==> src/rtl/shift_add_pipe.sv <==
// shift_add_pipe: multi-lane pipelined constant-coefficient multiplier.
// Each lane's weight is split at elaboration into up to DEPTH signed
// power-of-two terms, and one term is applied per pipeline stage. An output
// stage rescales by NFRAC bits and saturates back to BITS. A weight that is
// not exactly representable in DEPTH terms uses a true multiply in stage 1.
// Flow control is a global stall: every stage advances only when the output
// register is empty or being drained.
// Optional build macro SHIFT_ADD_ROUND_EN: round half up before rescaling
// (otherwise the rescale truncates toward -inf).
module shift_add_pipe #(
   parameter int NCH   = 4,
   parameter int BITS  = 17,
   parameter int NFRAC = 8,
   parameter int DEPTH = 3,
   parameter logic [NCH*BITS-1:0] WEIGHTS = '0
) (
   input  logic                clk,
   input  logic                reset,
   input  logic                in_valid,
   output logic                in_ready,
   input  logic [NCH*BITS-1:0] data_in,
   output logic                out_valid,
   input  logic                out_ready,
   output logic [NCH*BITS-1:0] data_out
);

   localparam int AW = 2 * BITS;

   // Nearest power of two to a positive value; exact ties round upward so
   // that e.g. 384 becomes +512 -128.
   function automatic longint nearest_pow2(longint a);
      longint p = 1;
      for (int b = 0; b < 62; b++) begin
         if ((p << 1) <= a) p = p << 1;
      end
      if ((a - p) >= ((p << 1) - a)) p = p << 1;
      return p;
   endfunction

   // Next greedy signed term for a remainder (0 once the remainder is 0).
   function automatic longint next_term(longint rem);
      if (rem == 0) return 0;
      else if (rem > 0) return nearest_pow2(rem);
      else return -nearest_pow2(-rem);
   endfunction

   // Term number idx of the greedy decomposition of w.
   function automatic longint term_val(longint w, int idx);
      longint rem = w;
      longint t = 0;
      for (int j = 0; j <= idx; j++) begin
         t   = next_term(rem);
         rem = rem - t;
      end
      return t;
   endfunction

   // A weight is complex when DEPTH greedy terms leave a nonzero remainder.
   function automatic bit is_complex(longint w);
      longint rem = w;
      for (int j = 0; j < DEPTH; j++) begin
         rem = rem - next_term(rem);
      end
      return rem != 0;
   endfunction

   // Shift amount of an exact power of two.
   function automatic int log2_exact(longint v);
      int r = 0;
      for (int b = 0; b < 62; b++) begin
         if ((longint'(1) << b) == v) r = b;
      end
      return r;
   endfunction

   localparam logic signed [AW-1:0] SAT_MAX = AW'((longint'(1) <<< (BITS-1)) - 1);
   localparam logic signed [AW-1:0] SAT_MIN = AW'(-(longint'(1) <<< (BITS-1)));
`ifdef SHIFT_ADD_ROUND_EN
   localparam logic signed [AW-1:0] RND_HALF =
      (NFRAC > 0) ? AW'(longint'(1) <<< ((NFRAC > 0) ? NFRAC - 1 : 0)) : '0;
`endif

   logic                   adv;
   logic                   stage_vld [DEPTH];
   logic signed [BITS-1:0] x_q       [DEPTH][NCH];
   logic signed [AW-1:0]   acc_q     [DEPTH][NCH];
   logic signed [AW-1:0]   x_src     [DEPTH][NCH];
   logic signed [AW-1:0]   acc_src   [DEPTH][NCH];
   logic signed [AW-1:0]   acc_nxt   [DEPTH][NCH];
   logic signed [AW-1:0]   scaled;
   logic [NCH*BITS-1:0]    out_nxt;

   assign adv      = !out_valid || out_ready;
   assign in_ready = adv;

   // Per-lane, per-stage datapath: stage k applies weight term k to the
   // sign-extended sample travelling alongside the accumulator.
   for (genvar i = 0; i < NCH; i++) begin : g_lane
      localparam logic signed [BITS-1:0] W = WEIGHTS[i*BITS +: BITS];
      localparam longint WL   = longint'(W);
      localparam bit     CPLX = is_complex(WL);
      for (genvar k = 0; k < DEPTH; k++) begin : g_stage
         localparam longint T = term_val(WL, k);
         if (k == 0) begin : g_src
            assign x_src[k][i]   = {{BITS{data_in[i*BITS+BITS-1]}}, data_in[i*BITS +: BITS]};
            assign acc_src[k][i] = '0;
         end else begin : g_src
            assign x_src[k][i]   = {{BITS{x_q[k-1][i][BITS-1]}}, x_q[k-1][i]};
            assign acc_src[k][i] = acc_q[k-1][i];
         end
         if (CPLX && (k == 0)) begin : g_op
            localparam logic signed [AW-1:0] W_EXT = AW'(WL);
            assign acc_nxt[k][i] = x_src[k][i] * W_EXT;
         end else if (CPLX) begin : g_op
            assign acc_nxt[k][i] = acc_src[k][i];
         end else if (T > 0) begin : g_op
            localparam int SH = log2_exact(T);
            assign acc_nxt[k][i] = acc_src[k][i] + (x_src[k][i] <<< SH);
         end else if (T < 0) begin : g_op
            localparam int SH = log2_exact(-T);
            assign acc_nxt[k][i] = acc_src[k][i] - (x_src[k][i] <<< SH);
         end else begin : g_op
            assign acc_nxt[k][i] = acc_src[k][i];
         end
      end
   end

   // Rescale the final accumulator of every lane and clamp it into BITS.
   always_comb begin
      out_nxt = '0;
      scaled  = '0;
      for (int i = 0; i < NCH; i++) begin
`ifdef SHIFT_ADD_ROUND_EN
         scaled = (acc_q[DEPTH-1][i] + RND_HALF) >>> NFRAC;
`else
         scaled = acc_q[DEPTH-1][i] >>> NFRAC;
`endif
         if (scaled > SAT_MAX)
            out_nxt[i*BITS +: BITS] = SAT_MAX[BITS-1:0];
         else if (scaled < SAT_MIN)
            out_nxt[i*BITS +: BITS] = SAT_MIN[BITS-1:0];
         else
            out_nxt[i*BITS +: BITS] = scaled[BITS-1:0];
      end
   end

   // Whole pipeline, valid bits included, moves one place on adv and freezes
   // otherwise; reset empties every stage and the output register.
   always_ff @(posedge clk or posedge reset) begin
      if (reset) begin
         for (int k = 0; k < DEPTH; k++) begin
            stage_vld[k] <= 1'b0;
            for (int i = 0; i < NCH; i++) begin
               x_q[k][i]   <= '0;
               acc_q[k][i] <= '0;
            end
         end
         out_valid <= 1'b0;
         data_out  <= '0;
      end else if (adv) begin
         stage_vld[0] <= in_valid;
         for (int i = 0; i < NCH; i++) begin
            x_q[0][i] <= data_in[i*BITS +: BITS];
         end
         for (int k = 0; k < DEPTH; k++) begin
            for (int i = 0; i < NCH; i++) begin
               acc_q[k][i] <= acc_nxt[k][i];
            end
         end
         for (int k = 1; k < DEPTH; k++) begin
            stage_vld[k] <= stage_vld[k-1];
            for (int i = 0; i < NCH; i++) begin
               x_q[k][i] <= x_q[k-1][i];
            end
         end
         out_valid <= stage_vld[DEPTH-1];
         data_out  <= out_nxt;
      end
   end

endmodule

==> config.mk <==
export PLATFORM = sky130hd
export DESIGN_NAME = shift_add_pipe
export DESIGN_NICKNAME = d
export VERILOG_FILES = /design/src/rtl/shift_add_pipe.sv
export SDC_FILE = /design/constraint.sdc
export NUM_CORES = 1
export LEC_CHECK = 0
export ABC_AREA = 1
export CAP_MARGIN = 20
export CORE_MARGIN = 5
export CORE_UTILIZATION = 17
export DETAILED_ROUTE_END_ITERATION = 7
export PLACE_DENSITY = 0.89
export SYNTH_ARGS = -nofsm -noshare
export SYNTH_HDL_FRONTEND = slang
export SYNTH_SLANG_ARGS = --single-unit
export TNS_END_PERCENT = 5
==> constraint.sdc <==
create_clock -name clk -period 0.8 [get_ports clk]
set_input_delay 0.12 -clock clk [delete_from_list [all_inputs] [get_ports clk]]
set_output_delay 0.12 -clock clk [all_outputs]
set_load 0.1 [all_outputs]
Word level (Yosys, flattened, before mapping). Index checks and enable logic that the tools add are counted.

Register bits: 4. Bits in latches: 0. RAM bits: 0. Bits in read-only memories: 0. Input bits: 72. Output and inout bits: 70. Word-level logic and storage cells: 6. Memories kept: 0.

Add/sub/neg operators: 0. Multiply operators: 0. Divide/modulo/power cells: 0. Order comparisons: 0. Equal/unequal tests: 0. Shift-type cells: 0. Muxes and demuxes: 0. Bitwise operators: 0. Reductions and logical operators: 2.

Operators with widths (count): $logic_not A1 Y1 (1); $logic_or A1 B1 Y1 (1).

Depth between registers and ports, before layout. Gate-level depths: netlist (run 1).

Depth after elaboration: 2. Gate-level depth with buffers: 4. Depth with buffers taken out: 4.

Worst setup path before layout (run 1). No wires, ideal clock.

Kind: reg2reg. Start point: register out_valid. End point: register stage_vld[0] (netlist bit). Setup time: 122 ps. Data arrival time: 1766 ps. Required time: 678 ps. Setup slack: -1088 ps. Stages on the path, launching flop included: 4. Path buffers: 0. Clock period less this slack: 1888 ps. Cell sequence: dfrtp_1 nand2_2 nand2_1 nand2_1.

Longest elaborated chain between the ends: 2.

RTL lines: from (decl) (RTL line 22) `output logic out_valid,`; from (signal assigned) (RTL line 176) `out_valid <= stage_vld[DEPTH-1];`; $logic_not A1 Y1 (RTL line 93) `assign adv = !out_valid || out_ready;`; $logic_or A1 B1 Y1 (RTL line 93); net in_ready (RTL line 20) `output logic in_ready,`; to (signal, indexed assignment) (RTL line 171) `stage_vld[k] <= stage_vld[k-1];`; to (decl) (RTL line 84) `logic stage_vld [DEPTH];`.

The timed path passes the listed nets, and every way through them passes these cells. A chain may end at the register's enable or synchronous reset.

Worst setup path after layout (run 1).
Start point: register out_valid. End point: output in_ready.

Longest elaborated chain between the ends: 2.

RTL lines (RTL line): $logic_not A1 Y1 (93); $logic_or A1 B1 Y1 (93); to (decl) (20).

Every way passes these cells.

==> results of run 1 <==
layout make-up:
type                       count  area, µm²  area share, %
tap                           48       60.1           9.66
clock buffer                   4       45.0           7.24
inverter                       3       11.3           1.81
multi-input combinational     79        317           50.9
sequential                     4        104           16.7
timing repair buffer           7       85.1           13.7
how the worst min path moves through the flow:
stage,startpoint,to,slack (ps),depth (start not counted)
finish,reset,out_valid,90,2
global route,reset,out_valid,90,2
CTS,reset,out_valid,90,2
detailed placement,reset,out_valid,310,2
global placement,reset,out_valid,310,2
floorplan,reset,stage_vld[0],-110,1
per-layer routing:
metal	global-route usage [%]	part of all wire [%]	wire length, µm	vias to the layer above
li1	-	-	-	144
met1	2.69	27	256	138
met2	4.31	42	401	55
met3	3.03	31	301	0
met4	2.46	0	0	0
met5	0	0	0	-
cell families (layout without fill, tap and decap cells):
family                 after synthesis  after routing  synth area share (%)
buffers and inverters               71             14                  77.5
flip-flops                           4              4                  14.9
other                                1             68                 0.557
AND/OR/NAND/NOR                     11             11                  7.06
critical path, delay by kind of cell, from the launching register on:
| kind | cells | cell delay, ps |
|---|---|---|
| buffers and inverters | 1 | 160 |
| and+or+nand+nor | 1 | 80 |
| DFF | 1 | 510 |
repair_timing:
action,4_1_cts,5_1_grt
resized for setup,1,0
endpoints found under the setup margin,6,6
setup buffers,2,0
pin swaps,1,0
hold buffers,0,0
registers in the layout, summed over array words and instances (netlist names):
| register | flops |
|---|---|
| stage_vld | 3 |
| out_valid | 1 |
power groups by stage:
stage	logic (mW)	clock network, mW	registers, mW
after CTS	2.10	0.457	0.412
after global placement	2.01	0	0.414
after detailed placement	2.03	0	0.426
after floorplan	1.87	0	0.586
final	2.10	0.446	0.411
after global routing	2.16	0.481	0.428
placed cells by master, fill, tap and decap left out:
cell type	instances
nand3_1	3
conb_1	68
nand2_1	7
inv_1	2
buf_4	2
dfrtp_4	1
buf_12	2
clkbuf_8	3
dfrtp_1	3
clkbuf_1	1
inv_2	1
clkdlybuf4s50_1	3
nand2_8	1
==> results summary, run 1 <==
The flow ran to the end, but the final reports show violations. The count of nets left with antenna violations once routing finished came out at 0. The internal power of the cells totals 924 µW. The die covers ~0.0053 mm². In this run the core area contains 22 standard-cell rows. The antenna diode count is 0.

The time the final worst path needs with I/O delays and setup came out at between 1000 and 1500 ps. The critical path ends at in_ready. The maximum single-stage delay on the critical path came out at approximately 510 ps.

For the final routed database, the setup TNS stands at -978 ps. The class of the worst hold path is in -> async. At the placement stage, the worst setup path has a slack of -304 ps. The setup check on the worst reg-to-reg path leaves a slack of -140 ps. The count of buffers added on input and output ports is 5. The proportion of register bits with asynchronous set or reset after synthesis is 100%. The post-route worst setup slack came out at -298 ps.

After detailed routing, the average wire length per cell comes to ~6.6 µm. The share of total power in the clock network is 15.1%. The detailed-route DRC error count came out at 0. The total setup violations reported at the end of the flow is 6. The placed cell area came out at 562 µm².

The chip width is 72.9 µm. The final design utilization came out at approximately 17%. The layout filler cell count came out at between 400 and 500. The number of ports placed on the die boundary is 142. The total routed wirelength is 959 µm. The combinational cell fraction of total power came out at between 70 and 80%.

The count of nets after finishing is 170. The largest net degree at the start of global routing is 5. The share of the clock period used by the worst path is 137%.

The summed instance area of the synthesized netlist came out at 673 µm². The clock root buffer is clkbuf_8. In this run the worst path has a maximum fanout of 3.

The number of detailed-route iterations in the first pass is 2. Synthesis produced a netlist whose cell count is 87. From synthesis to final layout, the design area changed by -7.62%.

The via count of the first global-routing pass is approximately 280. Once the floorplan was initialized, standard cells occupied roughly 18% of the core. The leakage power summed over all cells came out at around 0.38 nW.

Data on the critical path arrives at its endpoint at ~1000 ps. Of the post-synthesis cell area, the dominant cell type holds roughly three quarters. The number of hold violations in the final report is 0.

The worst setup path startpoint is out_valid. The critical path launch point type is a flop. The post-synthesis sequential area ratio came out at 14.9%. For this design the total switching power over the nets is 2.03 mW. For the worst flop-to-flop path, the logic depth is 3. The commonest cells after synthesis are buf_4 (68), nand2_1 (7), dfrtp_1 (4).

Of the total power, registers draw 13.9%. Routability-driven placement finished with a final weighted congestion of 0.654. The number of placed instances, taps included came out at 139.

The sink count of the clock tree is 4. The end of the worst register-to-register path is stage_vld[2]. The average instance in the mapped netlist occupies 7.74 µm². The longest clock path from root to sink contains 2 buffers.

The area of all placed cells without fillers is 622 µm². The HPWL after detailed placement is between 800 and 900 µm. The detail-routed via count per cell came out at 2.32. The later pin in the worst-skew pair is clocked with a latency of 220 ps. The violation count after the first detailed-routing iteration is 26.

In this run, synthesis inferred 0 flip-flops with an integrated enable. After clock tree synthesis, the clock-pin slew on the worst setup and hold paths is ~30 ps. The height of the die is between 70 and 80 µm.

In this run the critical register-to-register path is launched from out_valid. VDD sags by at most roughly 0.00057 V. On the critical path, the stage with the largest delay is an instance of dfrtp_4. The overall fraction of global-route tracks in use came out at under 10%. The worst clock skew is between 2 and 3 ps.

The number of levels in the clock H-tree came out at 1. In this run the power density over the cells is 4750 mW/mm². The final reports fail on setup timing. The number of standard cells in the layout, taps in and fillers out came out at roughly 150. Yosys printed 0 warnings. The post-route netlist has 10.3% of its cells at a drive strength greater than 1. Among all flip-flop cells after synthesis, the most frequent one is dfrtp_1. buf_4 is the most common cell in the netlist. The number of violations of the max-capacitance limit is 0.

The number of storage elements in the synthesis netlist is 4. The final route contains about 340 vias. For the worst setup path, the data required time is 680 ps. The signal on the critical path passes through nand2_8 -> buf_12. The number of slew-limit violations in the final report came out at 0. TritonCTS built the clock tree. The largest total area in the synthesized netlist belongs to buf_4. Setup repair after global routing could not meet its margin everywhere.

The worst setup path is captured at an output pin. Derived from the worst setup path, the maximum achievable clock frequency is 911 MHz. Ranked by total cell area, the synthesized netlist is headed by buf_4 (76%), dfrtp_1 (15%), nand2_1 (3.9%), nand3_1 (2.2%), inv_1 (1.7%). Clock tree synthesis inserted a total of 3 buffers. The number of antenna violations at the first check in global routing was 0. The wire length of the first global-routing pass came out at 1120 µm. The number of different library cells in the post-synthesis netlist is 7.

The net switching share of the total power came out at between 60% and 70%. The total power draw is 2.96 mW. The setup path with the least slack is of type reg -> out. Global routing finished with a remaining overflow of 0. After floorplanning, the core was sized to cover 0.00374 mm². The minimum hold slack is 85.1 ps.
Power figures use the tool's default switching activity.
==> run 2, diff against run 1 <==
- HOLD_SLACK_MARGIN: not set -> 0.03
==> results of run 2 <==
Final layout, timing and power as in run 1 (identical DEF).
==> run 3, diff against run 2 <==
- PLACE_DENSITY: 0.89 -> 0.82
- REMOVE_ABC_BUFFERS: not set -> 1
==> results summary, run 3 (synthesis gave the netlist of run 1 again) <==
The detailed-route DRC error count came out at 0. The via count of the first global-routing pass was 265. The nature of the critical path endpoint is an output pin. The critical path launch point type is a flop.

The sink count of the clock tree is 4. The largest registers in the layout are stage_vld (3), out_valid (1). For this block, the initial DRC count from the detailed router was 5. In the final design database the tool counted 172 nets. The part of the total power dissipated in sequential elements is between 10% and 20%. The flow ran to the end, but the final reports show violations.

Compared with the post-synthesis result, the final layout area differs by -7.99%. The cell internal power dissipation is 923 µW. The number of antenna violations at the first check in global routing came out at 0.

The vias after detailed routing came out at 353. The clock latency on the worst-skew pair is 220 ps. The number of hold violations in the final report came to 0.

Summed over all failing endpoints, the final setup total negative slack is -604 ps. Setup repair after global routing could not meet its margin everywhere. The number of antenna-violating nets in the routed design came out at 0. The overall die area came out at approximately 0.0053 mm².

The number of buffers created by CTS is 3. The switching power is 2.00 mW. The largest net degree at the start of global routing came out at 5. The top cell types in the final layout, fill and taps aside, are conb_1 (68), nand2_1 (7), dfrtp_1 (4). For the final database, setup skew stands at 2.31 ps.

The share of total power in the clock network came out at 14.4%. The checks that failed: setup timing. The met2 wirelength from detailed routing came out at 302 µm. The arrival time reported for the critical path endpoint came out at between 900 and 1000 ps. CTS built an H-tree with a depth of 1. The number of ports placed on the die boundary came out at around 140. The root buffer cell chosen for the clock tree is clkbuf_8. The worst IR drop on VDD is 0.00188 V. The placed cell area is between 500 and 600 µm². The total setup violations reported at the end of the flow came out at 5. The wire length of the first global-routing pass is about 950 µm. The met3 wire length came out at 330 µm.

By startpoint and endpoint, the worst setup path is classified as reg -> out. For this run, the top clock speed supported by timing is 971 MHz. The combinational cell fraction of total power is between 70% and 80%. The required arrival time at the worst endpoint is 680 ps. Of all nets on the critical path, the largest fanout is 3.

Once layout is done, the placed cells without fillers occupy 619 µm². The sum of overflow across all layers after global routing is 0. The effective utilization at floorplan came out at 18.0%.

The register with the most flip-flops in the final layout is stage_vld. The number of slew-limit violations in the final report is 0. The register with the most flip-flops in the layout has 3 of them. The height of the die is 72.9 µm.

The class of the worst hold path is in -> async. The power density normalized to cell area came out at 4720 mW/mm². The net switching share of the total power is about two thirds.

The quantity of I/O buffers inserted on ports came out at 5. The overall fraction of global-route tracks in use came out at 2.46%. TritonCTS built the clock tree.

The met1 layer wirelength in the final routing is 188 µm. The share of the clock period used by the worst path is 129%. The leakage power summed over all cells is 0.388 nW.

The longest clock path from root to sink contains 2 buffers. For this run, the share of the core covered by cells in the final layout is 16.5%. The chip width came out at 72.9 µm. The number of placed instances, taps included, is 141. Summed over all layers, the routed wires come to 844 µm. The number of standard cells in the layout, taps in and fillers out came out at 146. Dividing the detail-routed wire length by the instance count gives ~5.8 µm. The number of violations of the max-capacitance limit came out at 0. The library cell used most frequently in the layout, excluding fill and tap cells, is conb_1.

The time the final worst path needs with I/O delays and setup is 1030 ps. The post-route worst setup slack is -230 ps. The highest signal layer in the routed design is met4.

The number of core rows came out at 22. The fraction of final layout cells sized beyond drive strength 1 is 10.2%. The detailed placement HPWL came out at 778 µm. The area inside the core boundary is 0.00374 mm². The global placer's final weighted congestion came out at around 0.64. The antenna diode count came out at 0. The clock transition at the registers of the reported paths is 30 ps. The detail-routed via count per cell came out at 2.42. The number of detailed-route iterations in the first pass is 2.
## run 3: final cells by class
class                      instances  area [µm²]
sequential                         4         100
multi-input combinational         79         303
clock buffer                       3        41.3
tap                               48        60.1
timing repair buffer               9         104
fill                             436        3120
inverter                           3        11.3
## run 3: metrics by stage
| step | setup WS [ps] | hold slack, ps | total power, mW |
|---|---|---|---|
| after floorplan | -1090 | -114 | 2.12 |
| after global placement | -238 | 308 | 2.41 |
| after detailed placement | -261 | 314 | 2.42 |
| after CTS | -235 | 84.1 | 2.93 |
| after global routing | -260 | 99.5 | 3.03 |
| final | -230 | 81.3 | 2.92 |
## run 3: metal layers
metal	vias up	GRT usage, %
li1	146	-
met1	143	2.12
met2	62	3.41
met3	2	1.65
met4	0	3.07
met5	-	0
## run 3: path summary, 6_finish.rpt
check                        startpoint      endpoint  slack, ps  depth (start not counted)
max                           out_valid     out_valid       -230                          2
min                               reset     out_valid         80                          2
max reg2reg                   out_valid  stage_vld[2]        -50                          4
min reg2reg                stage_vld[0]     out_valid        470                          2
max in group asynchronous         reset  stage_vld[1]        570                          2
min in group clk               in_valid  stage_vld[2]        450                          3
## run 3: power by group through the flow
stage | combinational (mW) | clock, mW | sequential [mW]
final | 2.14 | 0.421 | 0.359
after global routing | 2.21 | 0.449 | 0.371
after CTS | 2.14 | 0.434 | 0.357
after detailed placement | 2.05 | 0 | 0.367
after global placement | 2.04 | 0 | 0.366
after floorplan | 1.59 | 0 | 0.538
## run 3: worst max-delay path, stage by stage, from the launching register on
cell and delay, ps:
dfrtp_1 400, buf_6 130, buf_12 150
## run 3: repair_timing
action / in CTS / in global routing
pin swaps: 1 / 0
setup buffers: 2 / 0
hold buffers: 0 / 0
hold endpoints to repair: 0 / 0
gates resized for setup: 1 / 0
setup endpoints to repair: 2 / 6
==> edit 1: new RTL, config.mk and constraints of run 2 <==
Set the parameter `NCH` to 3 (it was 4).
--- a/src/rtl/shift_add_pipe.sv
+++ b/src/rtl/shift_add_pipe.sv
@@ -10,3 +10,3 @@
 module shift_add_pipe #(
-   parameter int NCH   = 4,
+   parameter int NCH   = 3,
    parameter int BITS  = 17,
Interface: changed (resized data_in and data_out); port bits go from 142 to 108. The function was not compared with the original's and may differ.
==> edit 1 against run 2 <==
- the flow still finishes with violations (negative setup slack)
- critical endpoint unchanged
- total power shrank 18%
- design area shrank 14%
- register-to-register slack improved by 0.02 ns
- wire length down 20%
- sequential cell count stayed put
- worst setup slack lost 0.016 ns
- area after synthesis fell by 19%
- highest routed layer unchanged
- die area decreased by 16%
==> edit 1: results (changes against run 2) <==
By count the netlist is led by buf_4, nand2_1, dfrtp_1. The cell at the root of the clock tree is clkbuf_4. The first-pass GRT wire length is 779 um (-31%). The detailed-route wire length per cell came out at 6.16 um (-6.8%).

The proportion of layout cells with a drive suffix above 1 is 12.5% (+2.2 points). The met2 demand-to-capacity share in global routing is 3.84% (-0.47 points). The switching portion of total power is 68.2% (-0.53 points). The met3 track demand over resource was 3.04% (+0.0051 points). The last weighted congestion value of the routability-driven placer came out at 0.604 (-7.6%).

The final total negative setup slack is -0.984 ns (-0.00665 ns). The count of final setup violators is 6 (unchanged). The final reports fail on negative setup slack.

The half-perimeter wire length after detailed placement is 697 um (-20%). The post-route total power came out at 0.00242 W (-18%). The run finished, with violations left. The share of synthesized area occupied by flip-flops and latches is 18.3% (+3.5 points).

The clock-net power was 0.000270 W (-39%). The met1 wire length is 158 um (-38%). The global routing met1 resource utilization is 1.92% (-0.78 points). The met2 wirelength from detailed routing came to 403 um (+0.50%). The number of standard cells after synthesis came out at 70 (-20%). The slack of the critical path is -0.314 ns (-0.0164 ns). The iteration count of the initial detailed-routing pass came out at 3 (+1). The power of the sequential group is 0.000404 W (-2%). The fill cell total of the finished layout was 353 (-22%). The leakage power came to 0.315 nW (-17%).

The via count of the first global-routing pass is 200 (-29%). After synthesis, the cell types taking the most area are buf_4, dfrtp_1, nand2_1. The number of nets in the layout is 136 (-20%).

The worst setup slack before clock tree synthesis is -0.291 ns (+0.0133 ns). The average vias per placed instance is 2.19 (-6.0%). The total cell area at the placement stage is 493 um2 (-12%).
## edit 1: cell types whose count changed in the layout (fill, tap and decap cells not counted)
| cell | run 2 | this run |
|---|---|---|
| clkbuf_4 | 0 | 3 |
| clkbuf_8 | 3 | 0 |
| conb_1 | 68 | 51 |
## edit 1: timing repair
| item | in CTS | in global routing |
|---|---|---|
| cloned | 0 | 0 |
| setup buffers | 2 | 0 |
| resized for setup | 0 | 1 |
| pin swaps | 1 | 0 |
| endpoints found under the setup margin | 6 | 6 |
## edit 1: area by class of cell
cell class | count | share of cell area (%)
timing repair buffer | 7 | 15.9
sequential | 4 | 19.4
inverter | 3 | 2.11
clock buffer | 4 | 4.92
tap | 44 | 10.3
multi-input combinational | 62 | 47.3
## edit 1: cell families after synthesis
| logic type | Yosys count | synth area share [%] |
|---|---|---|
| simple gates | 11 | 8.72 |
| flops | 4 | 18.3 |
| buf+inv | 54 | 72.2 |
| other cells | 1 | 0.687 |
==> edit 2: new RTL, settings of run 2 <==
Without the edit above. Reset style: synchronous (`reset`), changed in one clocked block.
--- a/src/rtl/shift_add_pipe.sv
+++ b/src/rtl/shift_add_pipe.sv
@@ -148,3 +148,3 @@
    // otherwise; reset empties every stage and the output register.
-   always_ff @(posedge clk or posedge reset) begin
+   always_ff @(posedge clk) begin
       if (reset) begin
Check against the original RTL: differs if reset is asserted again (counterexample within 10 cycles, from zero or initial values and one cycle with reset high); with reset held inactive, the same outputs for 10 cycles.
==> edit 2 against run 2 <==
- the flow still finishes with violations (negative setup slack)
- count of clock-buffer cells in the layout stayed put
- global-route usage shrank 0.68 points
- synthesized cell count down 1.1%
- core utilization shrank 0.74 points
- area after synthesis up 0.93%
- clock skew is essentially flat
- sequential cell count unchanged
- worst setup slack gained 0.12 ns
- total power fell by 27%
- design area rose by 0.60%
- hold slack improved by 0.37 ns
- critical path depth unchanged
- wire length decreased by 11%
- sequential share of layout area is 1.5 points higher
- critical path type unchanged
- critical endpoint is now out_valid
- highest routed layer is now met4
==> edit 2: results (changes against run 2) <==
The flow ran to the end, but the final reports show violations. The final reports fail on negative setup slack. The distinct cell type count of the synthesized netlist came out at 9 (+2).

The share of synthesized area occupied by flip-flops and latches is 16.2% (+1.3 points). The predominant post-synthesis flop cell is edfxtp_1. The count of final setup violators is 5 (-1). The endpoint identified for the worst register-to-register timing path is stage_vld[2]$_SDFFCE_PN0P_. In the synthesized netlist, the cells that appear most often are buf_4, inv_1, edfxtp_1, nor2_1. The average vias per placed instance is 2.22 (-4.5%). The flop-to-flop setup slack is -0.04 ns (+0.10 ns). The slack of the critical path is -0.173 ns (+0.125 ns). The cell internal power dissipation came out at 0.000608 W (-34%). The arrival time at the worst endpoint is 0.85 ns (-0.13 ns). In this run the clock root is driven by a clkbuf_8. The area of the mapped netlist is 679 um2 (+0.93%). The via count of the first global-routing pass came to 240 (-15%). Tracing the worst setup path back leads to its startpoint at out_valid$_SDFFE_PP0P_.

The depth of the CTS H-tree came to 1 (unchanged). The proportion of final cell area spent on non-clock buffers came to 12.8% (-0.88 points). The final total negative setup slack came to -0.616 ns (+0.362 ns). The share of cell area taken by flip-flops and latches was 18.2% (+1.5 points). In this run the worst hold path is classified as in -> reg. The proportion of layout cells with a drive suffix above 1 is 11.6% (+1.3 points). The fraction of area in multi-input gates came out at 48.8% (-2.1 points).

The multi-input gate area in the final layout came out at 305 um2 (-3.6%). The count of placed standard cells including taps came out at 141 (+1.4%). The total cell area at the placement stage came out at 578 um2 (+2.9%).

The leakage power came out at 0.364 nW (-3.8%). The final-layout clock buffer total is 4 (unchanged). The fraction of synthesis flops using an asynchronous set or reset pin came out at 0% (-100 points). By area the synthesized netlist is led by buf_4, edfxtp_1, dfxtp_1. The number of standard cells after synthesis is 86 (-1.1%). The total of plain and repair buffers excluding clock buffers came out at 6 (-1). The number of nets in the layout came out at 168 (-1.2%). The global-route usage over all layers is 2.43% (-0.68 points). The number of multi-input combinational cells in the layout is 76 (-3.8%). The first-pass GRT wire length came to 903 um (-20%). The half-perimeter wire length after detailed placement came to 789 um (-9.6%). The number of enable flip-flop cells after synthesis came out at 3 (+3). The share of power burned in registers was 11.2% (-2.7 points). The total wire length after detailed routing was 852 um (-11%). The worst setup slack before clock tree synthesis is -0.367 ns (-0.0625 ns). The worst reg-to-reg path cell count is 1 (-2).

The buffer count from post-CTS setup fixing came out at 0 (-2). The count of flip-flops and latches came to 4 (unchanged). The worst ir drop on vdd came out at 0.000494 V (-14%). The clock distribution area overhead in the final layout was 7.20% (-0.043 points).

The maximum clock path buffer count came to 2 (unchanged). The power consumed by combinational cells came to 0.00147 W (-30%). The share of the synthesized netlist area taken by xor and xnor gates is 0% (unchanged). The most critical setup path has its endpoint at out_valid. The setup clock skew after layout is 0.00325 ns (+0.000328 ns). The count of inverters not on the clock network in the layout is 5 (+2). The switching portion of total power came out at 71.7% (+3.0 points). The last weighted congestion value of the routability-driven placer is 0.497 (-24%). The number of port buffers is 5 (unchanged). The DRC violation total after the first TritonRoute iteration is 1 (-96%).

The worst hold margin is 0.451 ns (+0.366 ns). The detailed-route wire length per cell is 5.88 um (-11%). The fill cell total of the finished layout is 453 (-0.44%).
-- edit 2: changes by cell type in the layout (fill, tap and decap cells not counted), sizes merged --
| cell | delta |
|---|---|
| nand2 | -4 |
| edfxtp | +3 |
| dfxtp | +1 |
| buf | -1 |
| nor2 | +3 |
| inv | +2 |
| clkdlybuf4s50 | -1 |
| nand3 | -2 |
| dlygate4sd2 | +1 |
| dfrtp | -4 |
-- edit 2: routing by layer --
metal / up-vias / track usage (%) / share of wire, %
li1: 137 / - / -
met1: 131 / 2.30 / 23
met2: 52 / 3.38 / 43
met3: 2 / 0.826 / 30
met4: 0 / 3.69 / 2.8
met5: - / 0 / 0
-- edit 2: worst max-delay path, cell delays in order (launching register included) --
cell	delay (ns)
dfxtp_4	0.37
buf_6	0.11
buf_12	0.16
-- edit 2: what timing repair did --
action / in CTS / in global routing
gates resized for setup: 4 / 0
pin swaps: 1 / 0
hold buffers: 0 / 0
endpoints found under the setup margin: 9 / 8
